### src/rtl/hyperbus_arbiter.sv
// Round-robin arbiter sharing one Hyperbus native memory port between NUM_REQ requesters.
// One requester owns the bus per transaction; an optional watchdog forces long grants off.
module hyperbus_arbiter #(
    parameter int NUM_REQ         = 2,
    parameter int HBUS_ADDR_WIDTH = 32,
    parameter int HBUS_DATA_WIDTH = 16,
    parameter int TIMEOUT         = 0
) (
    input  logic                                 hbus_clk,
    input  logic                                 hbus_rst,
    input  logic [NUM_REQ-1:0]                   req_rrq,
    input  logic [NUM_REQ-1:0]                   req_wrq,
    input  logic [NUM_REQ*HBUS_ADDR_WIDTH-1:0]   req_adr,
    input  logic [NUM_REQ*HBUS_DATA_WIDTH-1:0]   req_dat,
    output logic [NUM_REQ-1:0]                   req_gnt,
    output logic [NUM_REQ-1:0]                   req_ready,
    output logic [NUM_REQ-1:0]                   req_valid,
    output logic [HBUS_DATA_WIDTH-1:0]           req_dat_o,
    output logic                                 timeout,
    output logic                                 proto_err,
    output logic [HBUS_ADDR_WIDTH-1:0]           hbus_adr_o,
    output logic [HBUS_DATA_WIDTH-1:0]           hbus_dat_o,
    output logic                                 hbus_rrq,
    output logic                                 hbus_wrq,
    input  logic [HBUS_DATA_WIDTH-1:0]           hbus_dat_i,
    input  logic                                 hbus_ready,
    input  logic                                 hbus_valid,
    input  logic                                 hbus_busy
);

    localparam int IW = $clog2(NUM_REQ);
    localparam int TW = (TIMEOUT > 1) ? $clog2(TIMEOUT) : 1;
    localparam logic [TW-1:0] TLAST = TW'(TIMEOUT - 1);

    typedef enum logic [2:0] {
        IDLE    = 3'b001,
        GRANT   = 3'b010,
        RELEASE = 3'b100
    } state_t;

    state_t               state_q, state_d;
    logic [NUM_REQ-1:0]   gnt_q, gnt_d;
    logic [IW-1:0]        idx_q, idx_d;
    logic [IW-1:0]        last_q, last_d;
    logic [TW-1:0]        timer_q, timer_d;
    logic                 timeout_q, timeout_d;

    logic [NUM_REQ-1:0]   req_any;
    logic [IW-1:0]        pick;
    logic [IW-1:0]        cand_idx;
    logic                 found;
    int                   cand;

    assign req_any   = req_rrq | req_wrq;
    assign req_gnt   = gnt_q;
    assign timeout   = timeout_q;
    assign req_dat_o = hbus_dat_i;

    // Search starts just after the last owner, so it always ends up lowest priority.
    always_comb begin
        pick     = last_q;
        found    = 1'b0;
        cand     = 0;
        cand_idx = '0;
        for (int k = 1; k <= NUM_REQ; k++) begin
            cand = int'(last_q) + k;
            if (cand >= NUM_REQ) cand = cand - NUM_REQ;
            cand_idx = IW'(cand);
            if (!found && req_any[cand_idx]) begin
                found = 1'b1;
                pick  = cand_idx;
            end
        end
    end

    always_ff @(posedge hbus_clk or posedge hbus_rst) begin
        if (hbus_rst) begin
            state_q   <= IDLE;
            gnt_q     <= '0;
            idx_q     <= '0;
            last_q    <= IW'(NUM_REQ - 1);
            timer_q   <= '0;
            timeout_q <= 1'b0;
        end else begin
            state_q   <= state_d;
            gnt_q     <= gnt_d;
            idx_q     <= idx_d;
            last_q    <= last_d;
            timer_q   <= timer_d;
            timeout_q <= timeout_d;
        end
    end

    always_comb begin
        state_d   = state_q;
        gnt_d     = gnt_q;
        idx_d     = idx_q;
        last_d    = last_q;
        timer_d   = timer_q;
        timeout_d = 1'b0;
        unique case (state_q)
            IDLE: begin
                if (|req_any && !hbus_busy) begin
                    gnt_d       = '0;
                    gnt_d[pick] = 1'b1;
                    idx_d       = pick;
                    timer_d     = '0;
                    state_d     = GRANT;
                end
            end
            GRANT: begin
                if (!req_any[idx_q]) begin
                    gnt_d   = '0;
                    last_d  = idx_q;
                    state_d = RELEASE;
                end else if (TIMEOUT != 0 && timer_q == TLAST) begin
                    gnt_d     = '0;
                    last_d    = idx_q;
                    timeout_d = 1'b1;
                    state_d   = RELEASE;
                end else if (timer_q != '1) begin
                    timer_d = timer_q + 1'b1;
                end
            end
            RELEASE: begin
                // Controller must finish before the next owner; this also forces a dead cycle.
                if (!hbus_busy) state_d = IDLE;
            end
            default: state_d = IDLE;
        endcase
    end

    always_comb begin
        hbus_adr_o = '0;
        hbus_dat_o = '0;
        hbus_rrq   = 1'b0;
        hbus_wrq   = 1'b0;
        req_ready  = '0;
        req_valid  = '0;
        proto_err  = 1'b0;
        if (state_q == GRANT) begin
            hbus_adr_o       = req_adr[int'(idx_q)*HBUS_ADDR_WIDTH +: HBUS_ADDR_WIDTH];
            hbus_dat_o       = req_dat[int'(idx_q)*HBUS_DATA_WIDTH +: HBUS_DATA_WIDTH];
            hbus_rrq         = req_rrq[idx_q];
            hbus_wrq         = req_wrq[idx_q] & ~req_rrq[idx_q];
            req_ready[idx_q] = hbus_ready;
            req_valid[idx_q] = hbus_valid;
            proto_err        = req_rrq[idx_q] & req_wrq[idx_q];
        end
    end

endmodule

### config.mk
export PLATFORM = sky130hd
export DESIGN_NAME = hyperbus_arbiter
export DESIGN_NICKNAME = d
export VERILOG_FILES = /design/src/rtl/hyperbus_arbiter.sv
export SDC_FILE = /design/constraint.sdc
export NUM_CORES = 1
export LEC_CHECK = 0
export ABC_AREA = 1
export CAP_MARGIN = 15
export CORE_MARGIN = 2
export CORE_UTILIZATION = 28
export CTS_BUF_LIST = sky130_fd_sc_hd__clkbuf_8
export CTS_CLUSTER_DIAMETER = 100
export DETAILED_ROUTE_END_ITERATION = 8
export PLACE_DENSITY = 0.86
export SYNTH_ARGS = -nofsm -noshare
export SYNTH_HDL_FRONTEND = slang
export SYNTH_SLANG_ARGS = --single-unit
### constraint.sdc
create_clock -name hbus_clk -period 2.7 [get_ports hbus_clk]
set_input_delay 0.54 -clock hbus_clk [delete_from_list [all_inputs] [get_ports hbus_clk]]
set_output_delay 0.54 -clock hbus_clk [all_outputs]
set_load 0.02 [all_outputs]
==> run metrics <==
status complete, no violations; Top Ports 195; Fin Setup TNS 0 ns; TritonCTS Buffers 3; All-Layer GR Usage 18.2%; Leak 1.18 nW; startpoint types input pin; crit path DAT 2.05 ns; n_diodes 0; Req. time, crit path 2.16 ns; Critical-path top delay cell clkdlybuf4s50_1; Remaining DRCs 0; Setup CP Type input pin to output port; # Max-Cap Violations 0; Routability Congestion 0.869; vias 2,042; Achievable Freq 0.387 GHz; RSZ-0062 raised after global routing false; Pre-antenna DRT Iters 4; Ys Warns 0; H-tree depth 1; number of synthesized flops with an enable pin 0; Remaining Overflow, GRT 0; #FFs+latches synth 7; DIE WIDTH 77.2 µm; Layout Nets 501; Detail Route Antenna Nets 0; die area 5960 µm²; Synth cell types 21; HP Class flip-flop to flip-flop; initial drt markers 65; Hold WS 0.480 ns; Netlist Area Pre-Place 1500 µm²; worst path cell trace clkdlybuf4s50_1 -> inv_1 -> nand2_1 -> o21ai_1 -> nor3_1 -> clkdlybuf4s50_1; standard-cell rows 26; IO buf count 161; Period minus WS final 2.59 ns; syn_nets 364; top cells by area, synth nand2_1 (29%), a21oi_2 (28%), buf_4 (12%); commonest cells in the netlist nand2_1 (117), a21oi_2 (48), buf_4 (23), inv_1 (7), buf_6 (6); first-pass GRT wire length 9180 µm; Crit path largest cell delay 0.64 ns; Post-Synthesis Cells 243; register area share after synthesis 11.8%; PwrDens 659 nW/µm²; vias in the first global route 1,953; setup bufs post-CTS 0; # setup viols final 0; post-cts sizing count 0; Layout area overhead 103%; initial antenna violation count 0; CORE AREA 5140 µm²; drt wl/cell 13.1 µm; top cell type's share of synthesized area 29.3%; VDD IR max 0.453 mV; most used cell, CP clkdlybuf4s50_1; Hold-fix buffers, CTS 0; CTS tree yes; final slew viol count 0; CTS root buf clkbuf_8; syn avg cell area 6.18 µm²; Clock Skew 0.00200 ns; FFs w/ async S/R, synth 100%; worst-skew pair later-pin latency 0.23 ns; leading area contributor after synthesis nand2_1; final WL 5890 µm; clk slew on worst S/H paths 0.04 ns; clock sinks 7; endpoints failing hold 0; Final period util 95.8%; layout cells sized above 1 18.5%; Die Y 77.2 µm; ys flop type dfrtp_1; most common cell in the netlist nand2_1; crit-path max FO 2; Initial Utilization 29.2%; Longest Clk Path Bufs 2; detailed placement HPWL 4760 µm; largest net degree at the start of global routing 45; Vias/cell 4.55; critical path capture point type output port
registers in the layout, summed over array words and instances, names as in the netlist:
register and flops:
req_gnt 2, idx_q 1, state_q 3, last_q 1
metrics by stage:
step	total power, W	cells	setup WS, ns	utilization [%]	instance area (µm²)
after floorplan	0.00133	243	0.946	-	1500
after global placement	0.00184	445	0.163	58.3	3000
after detailed placement	0.00187	445	0.126	58.3	3000
after CTS	0.00202	449	0.114	59.2	3040
after global routing	0.00216	449	0.0286	59.2	3040
final	0.00200	449	0.113	59.2	3040
critical path: cells and delay by family:
family	cells	cell delay, ns
buffers and inverters	3	1.17
AND/OR/NAND/NOR	2	0.24
AO/OA/AOI/OAI	1	0.10
final cells by class:
type,count,area (µm²)
clock inverter,1,3.75
tap,70,87.6
sequential,7,179
multi-input combinational,190,1010
fill,486,2100
inverter,12,45.0
timing repair buffer,166,1670
clock buffer,3,41.3
placed cells by master (no fill, tap or decap), types with 4 or more instances in the layout:
cell type and instances:
clkdlybuf4s50_1 161, nand2_1 117, a21oi_2 48, inv_1 8, inv_2 5, nor3_1 4, dfrtp_1 4
path summary, 6_finish.rpt:
path / from / end / slack, ns / cells past startpoint
min in group asynchronous: hbus_rst / req_gnt[1] / 0.54 / 2
min: req_gnt[1] / req_gnt[1] / 0.48 / 2
min reg2reg: req_gnt[1] / req_gnt[1] / 0.48 / 2
max: req_wrq[1] / proto_err / 0.11 / 6
max in group asynchronous: hbus_rst / last_q / 1.89 / 2
max reg2reg: state_q[0] / req_gnt[1] / 1.34 / 7
layer usage:
layer	global-route usage, %	part of all wire [%]	vias up
met3	4.35	8.4	7
met2	34.8	52	102
met1	21.1	39	907
met5	0	0	-
li1	-	-	1026
met4	1.61	0.56	0
logic make-up (layout without fill, tap and decap cells):
kind of cell / Yosys count / after routing / synth area share [%]
other: 1 / 1 / 0.250
buffers and inverters: 46 / 182 / 20.7
flip-flops: 7 / 7 / 11.8
AND/OR/NAND/NOR: 137 / 137 / 37.9
AO/OA/AOI/OAI: 52 / 52 / 29.3
power breakdown:
| group | switching [W] | internal (W) |
|---|---|---|
| combinational | 0.000973 | 0.000679 |
| sequential | 0.0000464 | 0.000160 |
| clock | 0.0000476 | 0.0000985 |
| total | 0.00107 | 0.000937 |
No activity file was read; power rests on OpenSTA's default activity.
